--- src/rtl/oen_bus_reader.sv ---
// Scans a bank of output-enabled registers over one shared read bus, one enable at a time.
// Optional out_parity port and logic are enabled by defining OEN_BUS_READER_PARITY_EN.
module oen_bus_reader #(
    parameter int WIDTH  = 8,
    parameter int NREG   = 4,
    parameter int SETTLE = 1
) (
    input  logic                    clk,
    input  logic                    clr,
    input  logic                    start,
    input  logic [NREG-1:0]         mask,
    input  logic [WIDTH-1:0]        bus_in,
    output logic [NREG-1:0]         oen,
    output logic                    busy,
    output logic                    out_valid,
    output logic [$clog2(NREG)-1:0] out_idx,
    output logic [WIDTH-1:0]        out_data,
    output logic                    done
`ifdef OEN_BUS_READER_PARITY_EN
    ,
    output logic                    out_parity
`endif
);

    localparam int IDXW = $clog2(NREG);

    typedef enum logic [1:0] {
        IDLE  = 2'd0,
        DRIVE = 2'd1,
        GAP   = 2'd2,
        DONE  = 2'd3
    } state_t;

    state_t            state_reg, state_next;
    logic [NREG-1:0]   mask_reg, mask_next;
    logic [IDXW-1:0]   idx_reg, idx_next;
    logic [3:0]        cnt_reg, cnt_next;
    logic              capture;
    logic              out_valid_reg;
    logic [IDXW-1:0]   out_idx_reg;
    logic [WIDTH-1:0]  out_data_reg;

    // Lowest set bit wins; serviced bits are cleared, so this also yields ascending order.
    function automatic logic [IDXW-1:0] lowest(input logic [NREG-1:0] m);
        logic [IDXW-1:0] r;
        r = '0;
        for (int i = NREG - 1; i >= 0; i--) begin
            if (m[i]) r = IDXW'(i);
        end
        return r;
    endfunction

    always_ff @(posedge clk) begin
        if (clr) begin
            state_reg <= IDLE;
            mask_reg  <= '0;
            idx_reg   <= '0;
            cnt_reg   <= '0;
        end else begin
            state_reg <= state_next;
            mask_reg  <= mask_next;
            idx_reg   <= idx_next;
            cnt_reg   <= cnt_next;
        end
    end

    always_comb begin
        state_next = state_reg;
        mask_next  = mask_reg;
        idx_next   = idx_reg;
        cnt_next   = cnt_reg;
        capture    = 1'b0;
        case (state_reg)
            IDLE: begin
                if (start) begin
                    mask_next = mask;
                    if (mask != '0) begin
                        state_next = DRIVE;
                        idx_next   = lowest(mask);
                        cnt_next   = 4'(SETTLE);
                    end else begin
                        state_next = DONE;
                    end
                end
            end
            DRIVE: begin
                if (cnt_reg == 4'd0) begin
                    capture    = 1'b1;
                    mask_next  = mask_reg & ~(NREG'(1) << idx_reg);
                    state_next = GAP;
                end else begin
                    cnt_next = cnt_reg - 4'd1;
                end
            end
            GAP: begin
                if (mask_reg != '0) begin
                    state_next = DRIVE;
                    idx_next   = lowest(mask_reg);
                    cnt_next   = 4'(SETTLE);
                end else begin
                    state_next = DONE;
                end
            end
            DONE: begin
                state_next = IDLE;
            end
            default: begin
                state_next = IDLE;
            end
        endcase
    end

    always_ff @(posedge clk) begin
        if (clr) begin
            out_valid_reg <= 1'b0;
            out_idx_reg   <= '0;
            out_data_reg  <= '0;
        end else begin
            out_valid_reg <= capture;
            if (capture) begin
                out_idx_reg  <= idx_reg;
                out_data_reg <= bus_in;
            end
        end
    end

    // Enables decode straight from the state register, so only one can ever be active.
    generate
        for (genvar gi = 0; gi < NREG; gi++) begin : g_oen
            assign oen[gi] = (state_reg == DRIVE) && (idx_reg == IDXW'(gi));
        end
    endgenerate

    assign busy      = (state_reg == DRIVE) || (state_reg == GAP);
    assign done      = (state_reg == DONE);
    assign out_valid = out_valid_reg;
    assign out_idx   = out_idx_reg;
    assign out_data  = out_data_reg;

`ifdef OEN_BUS_READER_PARITY_EN
    logic parity_reg;

    always_ff @(posedge clk) begin
        if (clr) begin
            parity_reg <= 1'b0;
        end else if (capture) begin
            parity_reg <= ^bus_in;
        end
    end

    assign out_parity = parity_reg;
`endif

endmodule
--- config.mk ---
export PLATFORM = sky130hd
export DESIGN_NAME = oen_bus_reader
export DESIGN_NICKNAME = d
export VERILOG_FILES = /design/src/rtl/oen_bus_reader.sv
export SDC_FILE = /design/constraint.sdc
export NUM_CORES = 1
export LEC_CHECK = 0
export ABC_AREA = 1
export CELL_PAD_IN_SITES_DETAIL_PLACEMENT = 1
export CELL_PAD_IN_SITES_GLOBAL_PLACEMENT = 1
export CORE_ASPECT_RATIO = 1.1
export CORE_MARGIN = 2
export CORE_UTILIZATION = 30
export CTS_CLUSTER_SIZE = 8
export DETAILED_ROUTE_END_ITERATION = 12
export PLACE_DENSITY = 0.83
export SETUP_SLACK_MARGIN = 0.4
export SYNTH_ARGS = -nofsm -noshare
export SYNTH_HDL_FRONTEND = slang
export SYNTH_SLANG_ARGS = --single-unit
--- constraint.sdc ---
create_clock -name clk -period 1.3 [get_ports clk]
set_input_delay 0.13 -clock clk [delete_from_list [all_inputs] [get_ports clk]]
set_output_delay 0.13 -clock clk [all_outputs]
set_load 0.02 [all_outputs]
==> impl_results.md, run 1 <==
- Syn Nets: 189
- # diodes: 0
- CTS tree: yes
- GRT met1 Usage: slightly above 20%
- Initial antenna violation count: 0
- WL per Instance: ~16 um
- Hold Path Class: input pin to register
- CP max FO: 4
- Critical Path AT: roughly 1.6 ns
- Htree depth: 1
- Vias: around 1300
- Largest net degree at the start of global routing: 14
- Row count: 24
- PnR worst setup slack: -0.1350 ns
- Clock Power Share: under 10%
- Max-slew headroom: roughly 74%
- Residual DRC: 0
- Yosys warns: 0
- Layout Skew: approximately 0.0026 ns
- Grt met2 use: 38.03%
- Final nets: 248
- Req. time, crit path: approximately 1.5 ns
- Hold_buf cts: 0
- Share of layout cells above drive strength 1: 43.81%
- Worst r2r dst: mask_reg[3]
- Failing checks: setup timing
- Outcome: finished, violations left
- First-pass GRT wire length: ~6.8 mm
- Crit-path max cell delay: ~0.38 ns
- Cts bufs inserted: 3
- Overall die height: slightly above 70 um
- Final Cycle Share: 110.4%
- Synth-to-layout area growth: 62.34%
- Combinational Power Share: approximately two thirds
- Routed Antenna Nets: 0
- Sw Ratio: between 40% and 50%
- Initial DRC count: 21
- Top delay family on crit path: flip-flops
- Total routed wirelength: about 4.3 mm
- Crit path cell chain: inv_4 > buf_6 > ha_4 > inv_4 > nor2_4 > inv_2 > nand2_4 > a21oi_4 > nand2_2 > nand2_1 > inv_1
- Chip Width: 65.11 um
- Syn avg cell area: 7.336 um^2
- Vias in the first global route: about 1400
- Critical path class: register to register
- Leak Pwr: between 0.8 and 0.9 nW
- Seq/Total Area, Yosys: 37.36%
- Setup violators final: 24
- CP startpoint kind: register
- Grt total ovfl: 0
- Worst Hold Launch: bus_in[7]
- Die area: approximately 0.0046 mm^2
- CP max stage cell: dfxtp_4
- CTS Root Cell: clkbuf_8
- Finished Core Util: between 50% and 60%
- Number of buffers added on ports: 31
- Clock period minus worst slack: 1.435 ns
- Switching power: 2.377 mW
- Initial Utilization: 31.09%
- Post-Place Worst Slack: -0.2854 ns
- Distinct cells, synth: 27
- Synth Cell Area: 0.001232 mm^2
- R2R Setup Slk: -0.14 ns
- Syn Inst Count: 168
- Internal power: around 2.7 mW
- Max-cap viol count: 0
- FF-to-FF path depth: 11
- GRT Total Usage: 19.29%
- Most used cell, CP: inv_4
- Hold Path Depth: 3
- Drt via density: 4.770
- Clock Latency Late Sink: approximately 0.27 ns
- CTS clk-pin slew, worst paths: 0.09 ns
- Max FFs per register: 8
- First drt pass iteration count: 4
- Reg power frac: between 20% and 30%
- Register bit total from synthesis: 23
- Met3 GRT Util: under 10%
- Fillers: 496
- Io pins: 32
- Clk sinks: 23
- Worst setup EP type: register
- Max Root-Sink Buffers: 2
- Highest clock rate: ~0.70 GHz
- GP Congestion: 0.8016
- Worst path bufs/invs: 5
- Hold Path End: out_data[7]
- VDD IR max: between 1 and 1.5 mV
- P per Cell Area: 2518 mW/mm^2
- R2r startpoint: state_reg[1]
- RSZ-0062 raised after global routing: true
- Count of final hold-check violations: 0
- Area of the core: 0.003964 mm^2
- Gr busiest metal: met2
- Slew Limit Fails: 0
- DP HPWL: between 2 and 3 mm
- Total power: roughly 5.0 mW
- Slew @ Worst Pin: roughly 0.39 ns
==> layout make-up <==
type                    instances  area [um^2]  share of cell area (%)
flip-flops and latches         23        479.2                   23.95
multi-input cells             122        808.3                   40.40
repair buffers                 59        516.7                   25.83
clock inverters                 1        5.005                  0.2502
inverters                      18        85.08                   4.253
well taps                      52        65.06                   3.252
clock buffers                   3        41.29                   2.064
==> metal layers <==
layer  share of wire (%)  up-vias
li1                    -      667
met1                  42      627
met2                  54       27
met3                 3.1        5
met4                 1.5        0
met5                   0        -
==> worst min-delay path, cell delays in order <==
cell and delay [ns]:
clkdlybuf4s50_1 0.40, nand3_1 0.08, a21oi_1 0.06
==> cell families (layout without fill, tap and decap cells) <==
kind of cell	after synthesis	in the layout	share of synthesized area [%]
simple gates	78	78	31.27
compound gates	37	37	16.85
flops	23	23	37.36
buf+inv	23	81	7.716
fa+ha+maj	6	6	6.091
xor+xnor	1	1	0.7108
==> how the worst max path moves through the flow <==
stage,start,to,slack [ns],cells after the start
final,state_reg[1],mask_reg[3],-0.14,11
after global routing,state_reg[0],state_reg[1],-0.19,8
after CTS,state_reg[0],cnt_reg[0],-0.10,10
after detailed placement,state_reg[1],oen[2],-0.29,5
after global placement,state_reg[1],oen[3],-0.25,5
after floorplan,state_reg[1],mask_reg[0],-0.01,7
==> what timing repair did <==
| item | 4_1_cts | 5_1_grt |
|---|---|---|
| setup endpoints to repair | 40 | 37 |
| gates resized for setup | 111 | 16 |
| pin swaps | 12 | 4 |
| setup buffers | 3 | 1 |
==> power groups by stage <==
stage / logic [mW] / clock network (mW) / registers [mW]
floorplan: 1.85 / 0 / 1.21
global placement: 2.87 / 0 / 1.10
detailed placement: 2.95 / 0 / 1.12
CTS: 3.28 / 0.477 / 1.12
global route: 3.71 / 0.502 / 1.17
finish: 3.42 / 0.475 / 1.14
==> Yosys cell counts <==
cell	number	area (um^2)
a21oi_4	1	16.27
buf_4	1	7.510
o22ai_1	3	18.77
nor2_4	2	22.52
xnor2_1	1	8.760
nor2_8	1	20.02
nand3_2	1	10.01
nand3_1	16	80.08
ha_1	6	75.07
a21o_1	1	7.510
nand2_4	1	11.26
a21oi_1	18	90.09
dfxtp_1	23	460.4
nand2_1	27	101.4
inv_2	1	3.750
nor2_1	21	78.83
nor3_2	2	20.02
inv_1	16	60.06
buf_2	2	10.01
nor3_1	2	10.01
o21bai_1	2	15.01
clkbuf_1	2	7.510
nor2_2	2	12.51
o21ai_0	10	50.05
inv_4	1	6.260
nand2_2	3	18.77
o21ai_1	2	10.01
==> metrics by stage <==
step	std cells	instance area, um^2	setup TNS [ns]	hold WS [ns]
floorplan	168	1316	-0.01385	0.2032
global placement	270	1833	-3.135	0.4511
detailed placement	270	1833	-4.203	0.4573
CTS	277	1959	-1.290	0.4326
global route	278	2001	-3.312	0.4590
finish	278	2001	-1.591	0.4271
==> layout by cell type, fill, tap and decap left out, types with 4 or more instances in the layout <==
master / n
a21oi_1: 13
a21oi_2: 5
buf_4: 34
buf_6: 8
clkdlybuf4s50_1: 14
dfxtp_1: 12
dfxtp_2: 9
inv_1: 11
nand2_1: 23
nand2_2: 5
nand3_1: 13
nor2_1: 19
nor2_4: 4
o21ai_0: 7
o21ai_1: 5
Note: power is estimated with default switching activity, not from simulation.
==> run 2: changes to the inputs <==
Settings changed: REMOVE_ABC_BUFFERS set to 1.
==> impl_results.md, run 2 (synthesized netlist as in run 1, its figures left out) <==
- Chip Width: about 65 um
- Total routed wirelength: ~5.0 mm
- Clock period minus worst slack: approximately 1.5 ns
- GRT Total Usage: about 20%
- Vias in the first global route: approximately 1500
- Initial Utilization: 31.09%
- Hold Path Depth: 3
- Slew @ Worst Pin: between 0.3 and 0.4 ns
- Initial antenna violation count: 0
- Hold Path Class: input pin to register
- Number of buffers added on ports: 31
- Commonest non-fill, non-tap cell in the layout: buf_4
- Req. time, crit path: 1.48 ns
- Setup violators final: 23
- Max Root-Sink Buffers: 2
- First drt pass iteration count: 4
- Crit path cell chain: buf_6 > inv_6 > ha_4 > inv_4 > nor2_4 > inv_2 > nand2_4 > a21oi_4 > nand2_2 > nand2_2 > inv_2
- Row count: 24
- Largest net degree at the start of global routing: 14
- Area of the core: slightly below 0.004 mm^2
- P per Cell Area: approximately 2500 mW/mm^2
- FF-to-FF path depth: 11
- CTS tree: yes
- Residual DRC: 0
- Overall die height: between 70 and 80 um
- CTS clk-pin slew, worst paths: 0.09 ns
- PnR worst setup slack: -0.1960 ns
- Total power: roughly 5.6 mW
- CP startpoint kind: register
- Failing checks: setup timing
- Finished Core Util: a little under three fifths
- Clk sinks: 23
- Fillers: roughly 480
- Drt via density: 4.900
- Clock Latency Late Sink: 0.27 ns
- Max FFs per register: 8
- Placed cells: 274
- VDD IR max: around 1.3 mV
- Layout Skew: ~0.004 ns
- Crit-path max cell delay: roughly 0.36 ns
- Leak Pwr: 0.9298 nW
- First-pass GRT wire length: just over 7 mm
- Routed Antenna Nets: 0
- Final nets: 260
- Count of final hold-check violations: 0
- Share of layout cells above drive strength 1: between 50% and 60%
- Outcome: finished, violations left
- WL per Instance: 17.17 um
- Critical Path AT: between 1.5 and 2 ns
- Commonest non-fill, non-tap cells in the layout: buf_4 (37), nor2_1 (18), buf_6 (18), nand2_1 (14), clkdlybuf4s50_1 (14)
- Grt total ovfl: 0
- CP max FO: 4
- Io pins: 32
- Slew Limit Fails: 0
- # diodes: 0
- GP Congestion: 0.7865
- Initial DRC count: 21
- Highest clock rate: approximately 0.67 GHz
- Cts bufs inserted: 3
- Synth-to-layout area growth: 78.58%
- Vias: roughly 1400
- CP max stage cell: dfxtp_2
- Htree depth: 1
- Final non-filler cell total: 290
- RSZ-0062 raised after global routing: true
- Die area: between 0.004 and 0.005 mm^2
- DP HPWL: 2.905 mm
- Max-cap viol count: 0
- Max-slew headroom: between 70% and 80%
- Final Cycle Share: 115.1%
- Worst setup EP type: register
- CTS Root Cell: clkbuf_8
- Critical path class: register to register
run 2: cell count changes in the layout (fill, tap and decap cells not counted), sizes merged:
cell / change
buf: +13
clkdlybuf4s15: -1
run 2: path summary, 6_finish.rpt:
kind | startpoint | endpoint | slack, ns
max | state_reg[0] | mask_reg[3] | -0.20
min | bus_in[2] | out_data[2] | 0.43
max reg2reg | state_reg[0] | mask_reg[3] | -0.20
min reg2reg | out_data[4] | out_data[4] | 0.46
run 2: through the flow:
stage                     setup slack, ns  area [um^2]  hold slack [ns]  setup TNS [ns]
after floorplan                   -0.4268         1207           0.1991          -6.398
after global placement            -0.2902         1793           0.4507          -4.913
after detailed placement          -0.3672         1793           0.4575          -6.479
after CTS                         -0.1097         2042           0.4411          -1.273
after global routing              -0.2335         2201           0.4477          -3.714
final                             -0.1960         2201           0.4269          -2.250
run 2: area by class of cell:
type                            count  area (um^2)  area share, %
Clock buffer                        3        41.29          1.876
Clock inverter                      1        5.005         0.2274
Inverter                           18        77.57          3.525
Multi-Input combinational cell    122        892.1          40.53
Sequential cell                    23        474.2          21.55
Tap cell                           52        65.06          2.956
Timing Repair Buffer               71        645.6          29.33
run 2: routing by layer:
metal	up-vias	global-route usage, %	wire, um
met3	7	1.884	142
li1	687	-	-
met4	0	5.787	52
met1	690	22.53	1957
met5	-	0	0
met2	37	38.14	2825
run 2: what timing repair did:
action / in CTS / in global routing
pin swaps: 13 / 8
gates resized for setup: 140 / 40
buffers inserted: 7 / 5
hold buffers: 0 / 0
setup endpoints to repair: 40 / 39
run 2: critical path, delay by kind of cell, from the launching register on:
kind / cells / cell delay, ns
adder cells (fa/ha/maj): 1 / 0.16
AO/OA/AOI/OAI: 1 / 0.22
flip-flops: 1 / 0.36
buffers and inverters: 5 / 0.34
AND/OR/NAND/NOR: 4 / 0.32
run 2: power breakdown:
group          switching [mW]  internal [mW]
combinational            2.20           1.79
clock                   0.253          0.215
sequential              0.204          0.947
total                    2.66           2.95
